<file path="src/rtl/seq_pkg.sv">
// Shared opcode and state definitions for the ALU sequencer.
package seq_pkg;

    localparam logic [3:0] OP_LDA = 4'h0;
    localparam logic [3:0] OP_ADD = 4'h1;
    localparam logic [3:0] OP_SUB = 4'h2;
    localparam logic [3:0] OP_JMP = 4'h3;
    localparam logic [3:0] OP_OUT = 4'hE;
    localparam logic [3:0] OP_HLT = 4'hF;

    typedef enum logic [2:0] {
        S_IDLE    = 3'd0,
        S_FETCH   = 3'd1,
        S_DECODE  = 3'd2,
        S_READ_OP = 3'd3,
        S_EXEC    = 3'd4,
        S_HALT    = 3'd5
    } state_e;

endpackage

</file>
<file path="src/rtl/alu_sequencer_mem_read_port.sv">
// Memory read port: holds request and address until ack, then forces one idle
// cycle so back-to-back reads are always separated.
module mem_read_port #(
    parameter int ADDR_W = 4
) (
    input  logic              clk_i,
    input  logic              rst_ni,
    input  logic              req_i,
    input  logic [ADDR_W-1:0] addr_i,
    input  logic              ack_i,
    output logic              rd_o,
    output logic [ADDR_W-1:0] addr_o,
    output logic              accept_o,
    output logic              gap_o
);

    logic gap_q;

    assign rd_o     = req_i & ~gap_q;
    assign addr_o   = addr_i;
    assign accept_o = rd_o & ack_i;
    assign gap_o    = gap_q;

    always_ff @(posedge clk_i or negedge rst_ni) begin
        if (!rst_ni) begin
            gap_q <= 1'b0;
        end else begin
            gap_q <= accept_o;
        end
    end

endmodule

</file>
<file path="src/rtl/alu_sequencer.sv">
// Fetch/decode/execute control for an external 8-bit add/subtract ALU.
module alu_sequencer
    import seq_pkg::*;
#(
    parameter int ADDR_W   = 4,
    parameter int DATA_W   = 8,
    parameter int START_PC = 0
) (
    input  logic              CLK,
    input  logic              RST_n,
    input  logic              run,
    output logic [ADDR_W-1:0] mem_addr,
    output logic              mem_rd,
    input  logic              mem_ack,
    input  logic [DATA_W-1:0] mem_data,
    output logic [DATA_W-1:0] alu_a,
    output logic [DATA_W-1:0] alu_b,
    output logic              alu_sub,
    output logic              alu_oe,
    input  logic [DATA_W-1:0] alu_result,
    input  logic              alu_cout,
    output logic [DATA_W-1:0] out_port,
    output logic              out_valid,
    output logic              carry,
    output logic              halted
);

    state_e              state_q, state_d;
    logic [ADDR_W-1:0]   pc_q, pc_d;
    logic [DATA_W-1:0]   acc_q, acc_d;
    logic [DATA_W-1:0]   b_q, b_d;
    logic [DATA_W-1:0]   ir_q, ir_d;
    logic [DATA_W-1:0]   out_q, out_d;
    logic                carry_q, carry_d;
    logic                outv_q, outv_d;

    logic                rd_req;
    logic [ADDR_W-1:0]   rd_addr;
    logic                rd_accept;
    logic                rd_gap;
    logic [3:0]          opcode;
    logic [ADDR_W-1:0]   operand;

    assign opcode  = ir_q[DATA_W-1 -: 4];
    assign operand = ir_q[ADDR_W-1:0];
    assign rd_req  = (state_q == S_FETCH) || (state_q == S_READ_OP);
    assign rd_addr = (state_q == S_FETCH) ? pc_q : operand;

    mem_read_port #(.ADDR_W(ADDR_W)) u_rd_port (
        .clk_i    (CLK),
        .rst_ni   (RST_n),
        .req_i    (rd_req),
        .addr_i   (rd_addr),
        .ack_i    (mem_ack),
        .rd_o     (mem_rd),
        .addr_o   (mem_addr),
        .accept_o (rd_accept),
        .gap_o    (rd_gap)
    );

    always_comb begin
        state_d = state_q;
        pc_d    = pc_q;
        acc_d   = acc_q;
        b_d     = b_q;
        ir_d    = ir_q;
        out_d   = out_q;
        carry_d = carry_q;
        outv_d  = 1'b0;
        case (state_q)
            S_IDLE: begin
                if (run) state_d = S_FETCH;
            end
            S_FETCH: begin
                if (rd_accept) begin
                    ir_d    = mem_data;
                    pc_d    = pc_q + ADDR_W'(1);
                    state_d = S_DECODE;
                end
            end
            S_DECODE: begin
                case (opcode)
                    OP_LDA, OP_ADD, OP_SUB: state_d = S_READ_OP;
                    OP_JMP: begin
                        pc_d    = operand;
                        state_d = S_FETCH;
                    end
                    OP_OUT: begin
                        out_d   = acc_q;
                        outv_d  = 1'b1;
                        state_d = S_FETCH;
                    end
                    OP_HLT:  state_d = S_HALT;
                    default: state_d = S_FETCH;
                endcase
            end
            S_READ_OP: begin
                // Operand is captured on ack; the state advances in the idle cycle after it.
                if (rd_accept) begin
                    if (opcode == OP_LDA) acc_d = mem_data;
                    else                  b_d   = mem_data;
                end
                if (rd_gap) state_d = (opcode == OP_LDA) ? S_FETCH : S_EXEC;
            end
            S_EXEC: begin
                acc_d   = alu_result;
                carry_d = alu_cout;
                state_d = S_FETCH;
            end
            S_HALT:  state_d = S_HALT;
            default: state_d = S_IDLE;
        endcase
    end

    always_ff @(posedge CLK or negedge RST_n) begin
        if (!RST_n) begin
            state_q <= S_IDLE;
            pc_q    <= ADDR_W'(START_PC);
            acc_q   <= '0;
            b_q     <= '0;
            ir_q    <= '0;
            out_q   <= '0;
            carry_q <= 1'b0;
            outv_q  <= 1'b0;
        end else begin
            state_q <= state_d;
            pc_q    <= pc_d;
            acc_q   <= acc_d;
            b_q     <= b_d;
            ir_q    <= ir_d;
            out_q   <= out_d;
            carry_q <= carry_d;
            outv_q  <= outv_d;
        end
    end

    assign alu_a     = acc_q;
    assign alu_b     = b_q;
    assign alu_oe    = (state_q == S_EXEC);
    assign alu_sub   = (state_q == S_EXEC) && (opcode == OP_SUB);
    assign out_port  = out_q;
    assign out_valid = outv_q;
    assign carry     = carry_q;
    assign halted    = (state_q == S_HALT);

endmodule

</file>
<file path="config.mk">
export PLATFORM = sky130hd
export DESIGN_NAME = alu_sequencer
export DESIGN_NICKNAME = d
export VERILOG_FILES = /design/src/rtl/seq_pkg.sv /design/src/rtl/alu_sequencer_mem_read_port.sv /design/src/rtl/alu_sequencer.sv
export SDC_FILE = /design/constraint.sdc
export NUM_CORES = 1
export LEC_CHECK = 0
export CORE_AREA = 2 2 71 73
export DETAILED_ROUTE_END_ITERATION = 7
export DIE_AREA = 0 0 73 75
export GPL_TIMING_DRIVEN = 0
export HOLD_SLACK_MARGIN = 0.05
export PLACE_DENSITY = 0.69
export SYNTH_ARGS = -nofsm -noshare
export SYNTH_HDL_FRONTEND = slang
export SYNTH_SLANG_ARGS = --single-unit
</file>
<file path="constraint.sdc">
create_clock -name CLK -period 3.9 [get_ports CLK]
set_input_delay 0.78 -clock CLK [delete_from_list [all_inputs] [get_ports CLK]]
set_output_delay 0.78 -clock CLK [all_outputs]
set_load 0.02 [all_outputs]
</file>
# Yosys cells after proc, flatten, opt, wreduce, memory -nomap -nowiden
# Cells that the tools add are included.
# totals
out_inout_bits	34
in_bits	21
regBits	42
# classes
n_eq_ne	16
mux	15
addsub	1
bitwise_logic	4
reduce_logical	13
# ops
cell	n
3-bit case mux with 6 select lines	1
8-bit two-way mux	2
8-bit case mux with 2 select lines	1
3-bit two-way mux	4
4-bit two-way mux	3
3-bit AND reduction	4
2-bit by 1-bit != test with 1-bit output (second input constant)	5
4-bit by 2-bit == test with 1-bit output (second input constant)	2
4-bit == test (second input constant)	2
4-bit case mux with 2 select lines	1
3-bit by 2-bit == test with 1-bit output (second input constant)	2
3-bit == test (second input constant)	2
3-bit case mux with 2 select lines	1
4-bit by 1-bit adder with 4-bit output (second input constant)	1
4-bit by 1-bit == test with 1-bit output (second input constant)	1
4-bit zero test	1
2-bit AND reduction	2
2-bit nonzero test	2
3-bit by 1-bit == test with 1-bit output (second input constant)	1
3-bit zero test	1
3-bit OR reduction	1
1-bit AND	2
1-bit two-way mux	2
2-bit != test (second input constant)	1
other kinds (3)	4

# Longest topological paths before layout
# logic_depth
depth_word	6
depth_mapped	6
mapped_depth_nobuf	5

# Hierarchy
# Synthesis repeated with hierarchy kept, for this count alone.
# unflattened
hier_cells	162
area_unflattened_um2	2014.4
# modules_own_cells
module	n_inst	seq_area_each_um2	cells_per_inst	area_each_um2
alu_sequencer	1	1026.0	155	1944.4
mem_read_port	1	25.0	7	70.1

# Worst setup path before layout
# No wires, ideal clock.
# synth_timing
kind	reg-to-output
startpoint	register state_q[1]
endpoint	output alu_sub
setup_slack_ps	1430
arrival_ps	1690
t_required_ps	3120
path_stages_with_launch	4
cell_sequence	dfrtp_1 > clkbuf_1 > or3b_2 > nor4_1
# synth_between
elab_chain_len	2
# synth_lines
element	line_no	text
from (decl)	alu_sequencer.sv:28	state_e state_q, state_d;
from (signal assigned)	alu_sequencer.sv:126	state_q <= state_d;
3-bit == test	alu_sequencer.sv:140	assign alu_sub = (state_q == S_EXEC) && (opcode == OP_SUB);
1-bit logical AND	alu_sequencer.sv:140	
to (decl)	alu_sequencer.sv:18	output logic alu_sub,
# No other way between the ends.

# Final worst setup path
# layout_timing
startpoint	register state_q[1]
endpoint	output mem_addr[0]
# layout_between
elab_chain_len	2
# layout_lines
element	line_no	text
3-bit by 1-bit == test with 1-bit output	alu_sequencer.sv:47	assign rd_addr = (state_q == S_FETCH) ? pc_q : operand;
4-bit two-way mux	alu_sequencer.sv:47	
to (decl)	alu_sequencer.sv:12	output logic [ADDR_W-1:0] mem_addr,
# No other way between the ends.

==> reports/metrics.cfg <==
[run_status]
status = complete, no violations

[cts]
hold_buffers = 0
cts_tree = yes
cts_resized = 0
ctsHtreeMaxLevel = 2
cts-root-buf = clkbuf_8
tritoncts.num_buffers = 5
clock_path_buffers = 2
clkTransAtPathRegs_ns = 0.08
cts_setup_buffers = 0
clk-insertion-delay-late_ns = 0.30
clkSinkCount = 42

[setup_path]
cp_max_fo = 10
crit_arrival_ns = 2.44
worst_setup_path_start_kind = flop
reg2reg_depth = 4
critPathRequiredTime_ns = 3.12
critPathKind = reg -> out
endpoint_kind = primary output

[timing]
fin_crit_ns = 3.22
worst_slew_pin_slew_ns = 0.534
setup_tns_ns = 0
fin_skew_ns = 0.00778
setup-violations-final = 0
fmaxAchievable_ghz = 0.311
final-hold-violation-count = 0
fin_ws_ns = 0.683
fin_crit_sh = 0.825
rsz0062_at_grt = false
finalMaxSlewViolations = 0
slew_headroom = 0.641

[die]
die_area_sq_um = 5480
coreArea_sq_um = 4660
dieWidth_um = 73
chipHeight_um = 75
pin_count = 55
rows = 25
start_util = 0.415

[power]
p_total_mw = 2.27
leakage_nw = 1.16
p_per_area_nw_per_um2 = 851
ir_worst_vdd_uv = 368

[job]
drv_cap = 0

[yosys]
synth_area_per_cell_sq_um = 11.1
yosysSeqAreaShare = 0.543
synthesis.nets = 196
yosys_warnings = 0
synth_flop_cell = dfrtp_1
syn_area_sq_um = 1930
async_flop_share = 1.00
synth_cell_types = 34
synth_edf_count = 0
syn_inst = 174
synth-seq-cells = 42

[routing]
initialDrtViolationCount = 63
antenna_left = 0
wl_per_cell_um = 15.6
drt_wl_total_mm = 4.55
via_count = 1522
drt_first_pass_iters = 4
avgViaCountPerCell = 5.23
drc_errors = 0

[final_layout]
nNetsFinal = 258
diodes = 0
final_common_cell = clkdlybuf4s50_1
layout-drive-gt1-share = 0.186
mostFrequentLayoutCells = 53 x clkdlybuf4s50_1, 42 x dfrtp_1, 28 x mux2_2
final_cell_area_sq_um = 2670
regArea_sq_um = 1050
nFillCells = 420
syn_to_final_growth_pct = 37.8
multi_input_area_sq_um = 832

[global_route]
overflow = 0
grt_max_degree = 33
track_usage = 0.179
antenna_found_initial = 0
first_global_vias = 1516
grt_pass1_wl_mm = 7.42

[place]
pre_cts_slack_ns = 1.00
port_buffers = 54
gp_congestion = 0.796
place_hpwl_mm = 3.31
placedInstanceArea_sq_um = 2560

[worst_hold_path]
min_path_type = in -> async

==> state kept, by name, summed over array words and instances (netlist names) <==
signal / count
ir_q: 8
alu_a: 8
out_valid: 1
carry: 1
u_rd_port.gap_o: 1
alu_b: 8
pc_q: 4
state_q: 3
out_port: 8
==> cell families after synthesis <==
group	Yosys count	synth area share
DFF	42	0.543
muxes	28	0.163
buffers and inverters	11	0.0265
and+or+nand+nor	70	0.189
AOI/OAI and AO/OA	22	0.0718
adders and majority gates	1	0.00647
==> synthesized netlist by cell type, types with 2 or more instances <==
cell	count	area, sq um
o22ai_1	2	12.5
nor3b_1	2	15.0
and3_1	2	12.5
buf_2	2	10.0
a211oi_1	2	15.0
o21ai_0	5	25.0
nand4bb_1	2	22.5
clkbuf_1	3	11.3
mux2_2	28	315
dfrtp_1	42	1050
nor4_1	2	12.5
a21oi_1	4	20.0
nand2_1	25	93.8
a31oi_1	4	25.0
nor2_1	9	33.8
nand2b_1	4	25.0
nand3_1	15	75.1
inv_1	4	15.0
a311oi_1	2	17.5
==> layout make-up <==
type / instances / area share
sequential: 42 / 0.394
multi-input combinational: 121 / 0.312
timing repair buffer: 55 / 0.208
clock buffer: 5 / 0.0258
tap: 54 / 0.0253
clock inverter: 3 / 0.0150
buffer: 6 / 0.0122
inverter: 5 / 0.00704
==> metal layers <==
metal	up-vias	global-route usage	routed length, um
li1	740	-	-
met1	746	0.243	2160
met2	31	0.282	2170
met3	5	0.0455	173
met4	0	0.0556	55
met5	-	0	0
==> path summary, 6_finish.rpt <==
kind / endpoint / slack, ns / start
worst max register to register: out_port[7]$_DFFE_PN0P_ / 1.92 / state_q[2]$_DFFE_PN0P_
worst max-delay path: mem_addr[0] / 0.68 / state_q[1]$_DFFE_PN0P_
worst min-delay path: state_q[1]$_DFFE_PN0P_ / 0.35 / RST_n
worst min register to register: pc_q[3]$_DFFE_PN0P_ / 0.50 / pc_q[3]$_DFFE_PN0P_
max in group asynchronous: alu_b[0]$_DFFE_PN0P_ / 3.09 / RST_n
min in group CLK: pc_q[3]$_DFFE_PN0P_ / 0.50 / pc_q[3]$_DFFE_PN0P_
==> through the flow <==
stage               cells  hold WS, ns   util
floorplan             174        0.452      -
global placement      282        0.474  0.546
detailed placement    283        0.478  0.549
CTS                   291        0.357  0.572
global route          291        0.364  0.572
finish                291        0.352  0.572
==> power by group <==
group	internal [mW]	total, mW	leakage [nW]	switching (mW)
clock	0.188	0.341	0.0579	0.152
sequential	0.639	0.806	0.524	0.167
combinational	0.582	1.12	0.577	0.539
total	1.41	2.27	1.16	0.858
==> critical path: stages (launching register included) <==
cell and delay (ns):
dfrtp_1 0.37, clkbuf_1 0.20, clkbuf_1 0.26, nor2_1 0.38
mux2_2 0.38, clkdlybuf4s50_1 0.53
Note: power is estimated with default switching activity, not from simulation.
